**src/rtl/log2_multi_pipe_pkg.sv**
```systemverilog
// Purpose: shared types, constants and saturating arithmetic helpers for the Log2 engine.
// Latency: n/a (package).
// Backpressure: n/a (package).
package log2_multi_pipe_pkg;

  typedef enum logic [2:0] {
    ST_IDLE   = 3'd0,
    ST_NORM   = 3'd1,
    ST_LOOKUP = 3'd2,
    ST_INTERP = 3'd3,
    ST_DONE   = 3'd4
  } state_t;

  localparam logic signed [31:0] MAX_32 = 32'sh7FFF_FFFF;
  localparam logic signed [31:0] MIN_32 = 32'sh8000_0000;

  // log2(1 + k/32) in Q15, k = 0..32
  localparam logic [15:0] LOG2_TABLE [33] = '{
    16'd0,     16'd1455,  16'd2866,  16'd4236,  16'd5568,  16'd6863,  16'd8124,
    16'd9352,  16'd10549, 16'd11716, 16'd12855, 16'd13967, 16'd15054, 16'd16117,
    16'd17156, 16'd18172, 16'd19167, 16'd20142, 16'd21097, 16'd22033, 16'd22951,
    16'd23852, 16'd24735, 16'd25603, 16'd26455, 16'd27291, 16'd28113, 16'd28922,
    16'd29716, 16'd30497, 16'd31266, 16'd32023, 16'd32767
  };

  // 16x16 fractional multiply: (a*b)<<1, saturating the single -1*-1 overflow case.
  function automatic logic [31:0] l_mult(input logic signed [15:0] a,
                                         input logic signed [15:0] b);
    logic signed [31:0] p;
    p = a * b;
    if (a == 16'sh8000 && b == 16'sh8000) return MAX_32;
    return p <<< 1;
  endfunction

  // 32-bit subtract saturating to MIN_32/MAX_32.
  function automatic logic [31:0] l_sub_sat(input logic signed [31:0] a,
                                            input logic signed [31:0] b);
    logic signed [32:0] d;
    d = {a[31], a} - {b[31], b};
    if (d[32] != d[31]) return d[32] ? MIN_32 : MAX_32;
    return d[31:0];
  endfunction

  // 16-bit subtract saturating to 0x8000/0x7FFF.
  function automatic logic [15:0] sub16_sat(input logic signed [15:0] a,
                                            input logic signed [15:0] b);
    logic signed [16:0] d;
    d = {a[15], a} - {b[15], b};
    if (d[16] != d[15]) return d[16] ? 16'h8000 : 16'h7FFF;
    return d[15:0];
  endfunction

endpackage

```
**src/rtl/log2_multi_pipe_rom.sv**
```systemverilog
// Purpose: dual-read log2 table, returns entries idx and idx+1 together.
// Latency: 1 cycle (registered outputs).
// Backpressure: none; reads every cycle.
module log2_table_rom
  import log2_multi_pipe_pkg::*;
(
  input  logic        clock,
  input  logic [4:0]  idx,
  output logic [15:0] rd_lo,
  output logic [15:0] rd_hi
);

  logic [5:0] idx_lo;
  logic [5:0] idx_hi;

  assign idx_lo = {1'b0, idx};
  assign idx_hi = idx_lo + 6'd1;

  // Registered read of the two interpolation end points.
  always_ff @(posedge clock) begin
    rd_lo <= LOG2_TABLE[idx_lo];
    rd_hi <= LOG2_TABLE[idx_hi];
  end

endmodule

```
**src/rtl/log2_multi_pipe.sv**
```systemverilog
// Purpose: tagged G.729 Log2 / Log2_norm engine, time-shared among callers.
// Latency: max(1, ceil(n/NORM_STEP)) + 3 edges for positive operands, 1 edge for operands <= 0.
// Backpressure: start ignored while busy; no queueing, result held until next accepted start.
module log2_multi_pipe
  import log2_multi_pipe_pkg::*;
#(
  parameter int NORM_STEP = 4,
  parameter int TAG_WIDTH = 3
) (
  input  logic                 clock,
  input  logic                 reset,
  input  logic                 start,
  input  logic                 mode,
  input  logic [31:0]          in,
  input  logic [15:0]          exp_in,
  input  logic [TAG_WIDTH-1:0] tag_in,
  output logic                 busy,
  output logic                 done,
  output logic [15:0]          exponent,
  output logic [15:0]          fraction,
  output logic [TAG_WIDTH-1:0] tag_out,
  output logic                 err
);

  state_t               state;
  logic [31:0]          x;
  logic [15:0]          n;
  logic                 mode_q;
  logic [TAG_WIDTH-1:0] tag_q;
  logic                 interp_ph;
  logic [31:0]          prod;

  logic [3:0]           sh;
  logic [31:0]          x_shift;
  logic                 x_nonpos;
  logic [15:0]          tab_lo;
  logic [15:0]          tab_hi;
  logic [15:0]          tmp;
  logic [31:0]          l_y;

  // Per-cycle shift: leading redundant sign bits below bit 31, capped at NORM_STEP.
  always_comb begin
    logic stop;
    sh   = '0;
    stop = 1'b0;
    for (int j = 0; j < NORM_STEP; j++) begin
      if (!stop && !x[30-j]) sh = sh + 4'd1;
      else                   stop = 1'b1;
    end
  end

  assign x_shift  = x << sh;
  assign x_nonpos = x[31] || (x == 32'd0);

  // Once normalised, x[30] is 1 so x[29:25] is the table index i = x[30:25] - 32.
  log2_table_rom u_rom (
    .clock (clock),
    .idx   (x[29:25]),
    .rd_lo (tab_lo),
    .rd_hi (tab_hi)
  );

  assign tmp = tab_lo - tab_hi;
  assign l_y = l_sub_sat({tab_lo, 16'h0000}, prod);

  // Request FSM: accept, normalise, table read, two-step interpolation, hold result.
  always_ff @(posedge clock) begin
    if (reset) begin
      state     <= ST_IDLE;
      busy      <= 1'b0;
      done      <= 1'b0;
      err       <= 1'b0;
      exponent  <= '0;
      fraction  <= '0;
      tag_out   <= '0;
      x         <= '0;
      n         <= '0;
      mode_q    <= 1'b0;
      tag_q     <= '0;
      interp_ph <= 1'b0;
      prod      <= '0;
    end else begin
      case (state)
        ST_IDLE, ST_DONE: begin
          if (start) begin
            state     <= ST_NORM;
            busy      <= 1'b1;
            done      <= 1'b0;
            err       <= 1'b0;
            x         <= in;
            n         <= mode ? exp_in : 16'd0;
            mode_q    <= mode;
            tag_q     <= tag_in;
            interp_ph <= 1'b0;
          end
        end
        ST_NORM: begin
          if (x_nonpos) begin
            // Non-positive operand: flag it and report a zero result at once.
            state    <= ST_DONE;
            busy     <= 1'b0;
            done     <= 1'b1;
            err      <= 1'b1;
            exponent <= '0;
            fraction <= '0;
            tag_out  <= tag_q;
          end else if (mode_q) begin
            state <= ST_LOOKUP;
          end else begin
            x <= x_shift;
            n <= n + {12'd0, sh};
            if (x_shift[30]) state <= ST_LOOKUP;
          end
        end
        ST_LOOKUP: begin
          state     <= ST_INTERP;
          interp_ph <= 1'b0;
        end
        ST_INTERP: begin
          if (!interp_ph) begin
            // Product registered first to split the multiply from the saturating subtract.
            prod      <= l_mult(tmp, {1'b0, x[24:10]});
            interp_ph <= 1'b1;
          end else begin
            state    <= ST_DONE;
            busy     <= 1'b0;
            done     <= 1'b1;
            err      <= 1'b0;
            fraction <= l_y[31:16];
            exponent <= sub16_sat(16'sd30, n);
            tag_out  <= tag_q;
          end
        end
        default: state <= ST_IDLE;
      endcase
    end
  end

endmodule

```
**config.mk**
```make
export PLATFORM = sky130hd
export DESIGN_NAME = log2_multi_pipe
export DESIGN_NICKNAME = d
export VERILOG_FILES = /design/src/rtl/log2_multi_pipe_pkg.sv /design/src/rtl/log2_multi_pipe_rom.sv /design/src/rtl/log2_multi_pipe.sv
export SDC_FILE = /design/constraint.sdc
export NUM_CORES = 1
export LEC_CHECK = 0
export ABC_CLOCK_PERIOD_IN_PS = 7000
export BUFFER_PORTS_ARGS = -buffer_cell sky130_fd_sc_hd__buf_2
export CAP_MARGIN = 20
export CORE_ASPECT_RATIO = 1.75
export CORE_MARGIN = 2
export CORE_UTILIZATION = 58
export DETAILED_ROUTE_END_ITERATION = 10
export PLACE_DENSITY_LB_ADDON = 0.1
export SYNTH_ARGS = -nofsm -noshare
export SYNTH_HDL_FRONTEND = slang
export SYNTH_SLANG_ARGS = --single-unit
export TNS_END_PERCENT = 50
```
**constraint.sdc**
```tcl
create_clock -name clock -period 7 [get_ports clock]
set_input_delay 1.4 -clock clock [delete_from_list [all_inputs] [get_ports clock]]
set_output_delay 1.4 -clock clock [all_outputs]
set_load 0.02 [all_outputs]
```
# Word level (Yosys, flattened, before mapping)
# Memories as Yosys holds them, arrays and structs flattened. A register that Yosys moved wholly into a read port is not among the register bits.
# Index checks and enable logic that the tools add are counted.
# op_classes
reduce_logical	24
eq_ne	12
n_mux	55
order_cmp	0
n_addsub	8
n_mul	1
n_shift	1
div	0
n_bitwise	3
# op_table
operator	count
$mux W32	7
$mux W16	10
$pmux W16 S2	3
$pmux W32 S2	1
$sub A32 B32 Y33	1
$logic_not A32 Y1	1
$shl A32 B4 Y32	1
$mul A16 B16 Y31	1
$mux W3	7
$mux W1	18
$sub A6 B16 Y17 const A	1
$add A16 B4 Y16	1
$sub A16 B16 Y16	1
$pmux W1 S3	4
$pmux W3 S4	1
$ne A2 B2 Y1 const B	5
$add A4 B1 Y4 const B	2
$mux W4	2
$reduce_and A4 Y1	2
$not A5 Y7	1
$not A6 Y7	1
$add A5 B1 Y6 const B	1
$eq A3 B2 Y1 const B	2
$logic_not A1 Y1	6
other kinds (16)	24
# totals
romBits	2048
wordCells	119
input_bits	55
latch_bits	0
output_inout_bits	38
mem_count	2
ram_bits	0
ff_bits	126
# memory_table
name	words	width	read_ports	rd_clocked_by_memory_dff	wr	line	text
(name not given)	64	16	1	1	0	log2_multi_pipe_rom.sv:21	rd_lo <= LOG2_TABLE[idx_lo];
(name not given)	64	16	1	1	0	log2_multi_pipe_rom.sv:22	rd_hi <= LOG2_TABLE[idx_hi];

# Longest topological paths before layout
# logic_depth
word_depth	14
depth_mapped	33
ltp_nobuf	32

# Cells and area by module
# Synthesis repeated with hierarchy kept, for this count alone.
# unflattened
hier_cells	2438
hier_area_um2	20025.5
# by_module_without_submodules
mod	instances	seq_area_each_um2	area_per_inst_um2	cells_each
log2_multi_pipe	1	2502.4	17737.0	2153
log2_table_rom	1	600.6	2288.4	285

# Worst setup path after synthesis
# No wires, ideal clock.
# synth_timing
kind	reg-to-reg
startpoint	register u_rom.rd_hi[2]
endpoint	register prod[28]
synth_period_minus_slack_ns	7.434
path_slack_ns	-0.434
arrival_time_ns	7.349
path_buffers	1
required_time_ns	6.914
setup_time_ns	0.086
path_stages_with_launch	30
cell_sequence	dfxtp_1 -> inv_1 -> ha_1 -> nor2b_1 -> o21ai_1 -> a21boi_0 -> o21a_1 -> o21ai_2 -> a21oi_1 -> o41ai_2 -> buf_4 -> mux2_2 -> fa_1 -> fa_1 -> inv_1 -> fa_1 -> fa_1 -> fa_1 -> inv_1 -> fa_1 -> inv_1 -> ha_1 -> a21oi_1 -> o21ai_0 -> a311o_1 -> a2bb2oi_1 -> nand2_1 -> o31ai_1 -> xor2_1 -> a211oi_1
# synth_between
elab_chain_len	3
# synth_lines
item	line	text
start, declared	log2_multi_pipe_rom.sv:10	output logic [15:0] rd_hi
$sub A16 B16 Y16	log2_multi_pipe.sv:63	assign tmp = tab_lo - tab_hi;
$mul A16 B16 Y31	log2_multi_pipe_pkg.sv:30	p = a * b;
$mux W32	log2_multi_pipe_pkg.sv:32	return p <<< 1;
end signal, assigned	log2_multi_pipe.sv:122	prod <= l_mult(tmp, {1'b0, x[24:10]});
end, declared	log2_multi_pipe.sv:31	logic [31:0] prod;
# No other way between the ends. The select of a mux whose other input is x is not followed.
# A chain may end at the register's enable or synchronous reset.

# Final worst setup path
# layout_timing
startpoint	register u_rom.rd_lo[0]
endpoint	register prod[29]
# layout_between
elab_chain_len	3
# layout_lines
item	line	text
start, declared	log2_multi_pipe_rom.sv:9	output logic [15:0] rd_lo,
$sub A16 B16 Y16	log2_multi_pipe.sv:63	
$mul A16 B16 Y31	log2_multi_pipe_pkg.sv:30	
$mux W32	log2_multi_pipe_pkg.sv:32	
# No other way between the ends. The select of a mux whose other input is x is not followed.

==> results by group <==
Outcome
  – Status: finished, violations left
  – Failing checks: negative setup slack

Detailed routing
  – DRT iter0 DRCs: 1322
  – Residual DRC count: 0
  – Detail Route Antenna Nets: 0
  – Routed via count: 18500
  – Routed len/inst: 21.0 um
  – Final WL: 64700 um
  – Drt pass-1 iters: 6
  – Vias/cell: 6.00

Floorplan
  – Top Ports: 93
  – Initial Util: 0.590
  – Die Area: 36000 um^2
  – Die H: 249 um
  – Die X: 144 um
  – Core area: 33900 um^2
  – Rows: 89

Worst hold path
  – Hold crit path type: flip-flop to flip-flop
  – WHS Path Cells: 2

Synthesis
  – Post-Synthesis Cells: 2403
  – Primary FF master, synth: dfxtp_1
  – Async SR Flop Fraction: 0
  – Synth top area share: 0.244
  – Net count of the mapped netlist: 2843
  – Syn avg cell area: 8.31 um^2
  – Warnings, synthesis: 0
  – Post-synth top cells: inv_1 (328), nand2_1 (285), fa_1 (243)
  – Register bit count reported by yosys: 155
  – Distinct cells, synth: 73
  – Mapped cell area: 20000 um^2
  – Register area share after synthesis: 0.155
  – Synth area leaders: fa_1 (24%), dfxtp_1 (16%), ha_1 (8.9%)
  – Most common cell in the netlist: inv_1
  – Post-synth top area cell: fa_1
  – Post-synth EDFFs: 0

Placed design
  – Post-DP HPWL: 48500 um
  – Instance area at placement: 22200 um^2
  – RePlAce Congestion: 0.922
  – Port bufs: 92

Critical path
  – Worst setup SP type: flip-flop
  – Reg2reg path depth: 32
  – Crit path DAT: 7760 ps
  – Setup crit end kind: flip-flop
  – Critical path class: flip-flop to flip-flop
  – Slowest CP cell: fa_2
  – Worst path required time: 7320 ps
  – Worst Path Max Fanout: 7
  – Worst path most repeated cell: fa_1
  – Slowest cell delay on critical path: 630 ps

Finish
  – Layout Nets: 3050
  – Share of layout cells above drive strength 1: 0.218
  – Synthesis-to-layout area growth: 20.2%
  – Fillers: 2766
  – Post-route cell area: 24000 um^2

STA
  – Fmax achieved: 134 MHz
  – Final worst setup slack: -444 ps
  – Setup Skew: 11.6 ps
  – Final Cycle Share: 1.06
  – RSZ-0062 raised after global routing: yes
  – Endpoints failing setup: 16
  – Slew HR: 0.203
  – Hold Fails Final Rpt: 0
  – Minimum clock period: 7440 ps
  – Max Transition Viols Final: 0
  – Worst slew pin tran: 1190 ps

Clock network
  – Clock latency on the worst-skew pair: 450 ps
  – CTS Buf Count: 17
  – CTS tree: built
  – H-tree depth: 4
  – Max Buffers Root-to-Sink: 2
  – Post-CTS Hold Buffers: 0
  – CTS root buf: clkbuf_16
  – Reg clk slew, reported paths: 70 ps
  – Num Clock Sinks: 155

Global routing
  – Total gr overflow: 0
  – Largest net degree at the start of global routing: 89
  – Vias in the first global route: 19400
  – Initial antenna violation count: 1
  – GRT Total Usage: 0.369
  – First-pass GRT wire length: 102000 um

Run
  – Max-cap violations: 0
[per-layer routing]
layer	share of wire	vias to the layer above	wire, um	GRT usage
met1	0.34	9058	22100	0.397
met3	0.063	272	4100	0.0758
met4	0.077	0	5000	0.256
li1	-	8409	-	-
met2	0.52	727	33400	0.638
met5	0	-	0	0
[kinds of logic (layout without fill, tap and decap cells)]
group / after synthesis / in the layout / share of synthesized area
other: 0 / 1 / 0
buffers and inverters: 486 / 705 / 0.0933
AOI/OAI and AO/OA: 475 / 475 / 0.153
muxes: 72 / 72 / 0.0531
xor gates and xnor gates: 70 / 70 / 0.0307
and+or+nand+nor: 760 / 761 / 0.182
adders and majority gates: 385 / 385 / 0.333
DFF: 155 / 155 / 0.155
[layout by cell type (no fill, tap or decap), types with 16 or more instances in the layout]
cell,n
ha_1,121
buf_6,17
mux4_2,26
dfxtp_1,147
o211ai_1,39
nor2b_1,32
nand2_1,279
fa_1,236
inv_2,20
xor2_1,19
a311oi_1,18
ha_4,19
and3_1,29
a21o_1,18
a21oi_1,137
nor2_1,133
nor3_1,39
buf_4,217
a211oi_1,40
and2_1,69
nand2b_1,34
nand3_1,53
o21ai_0,68
buf_2,91
inv_1,311
clkbuf_16,17
a31oi_1,16
mux2i_1,31
xnor2_1,46
[repair_timing]
action,in CTS,in global routing
pin swaps,112,54
gates resized for setup,73,89
endpoints found under the setup margin,19,21
buffers inserted,31,20
cloned,1,0
[worst paths after layout]
kind / from / endpoint / slack [ps]
worst max register to register: u_rom.rd_lo[0] / prod[29] / -440
worst min-delay path: prod[1] / prod[1] / 450
worst max-delay path: u_rom.rd_lo[0] / prod[29] / -440
worst min register to register: prod[1] / prod[1] / 450
[worst max-delay path: cells and delay by family, from the launching register on]
kind                       cells  cell delay [ps]
buffers and inverters          8              950
and+or+nand+nor                6             1160
AOI/OAI and AO/OA              9             1320
DFF                            1              330
adders and majority gates      9             3520
[cell type report]
class,count,area (um^2),area share
antenna,1,2.50,0.000104
clock buffer,17,425,0.0177
clock inverter,15,201,0.00839
inverter,334,1250,0.0522
multi-input combinational,1763,15900,0.661
sequential,155,3110,0.130
tap,455,569,0.0237
timing repair buffer,339,2570,0.107
[per-stage QoR]
stage | std cells | setup slack, ps | setup TNS, ps | hold slack [ps] | util
2_1_floorplan | 2403 | -126 | -487 | 432 | -
3_3_place_gp | 2993 | -468 | -6030 | 439 | 0.656
3_5_place_dp | 2993 | -604 | -8040 | 441 | 0.656
4_1_cts | 3057 | -308 | -3280 | 451 | 0.692
5_1_grt | 3079 | -739 | -9670 | 479 | 0.709
6_report | 3079 | -444 | -4780 | 453 | 0.709
[flip-flops by register name (all words and copies together), names as in the netlist]
register and flops:
mode_q 1, u_rom.rd_lo 15, n 16, err 1, interp_ph 1, state 3
exponent 16, tag_out 3, tag_q 3, x 32, busy 1, prod 31
u_rom.rd_hi 15, fraction 16, done 1
Power is not shown: default switching activity piles up to over one toggle a cycle in this logic, so the estimate is an artifact.
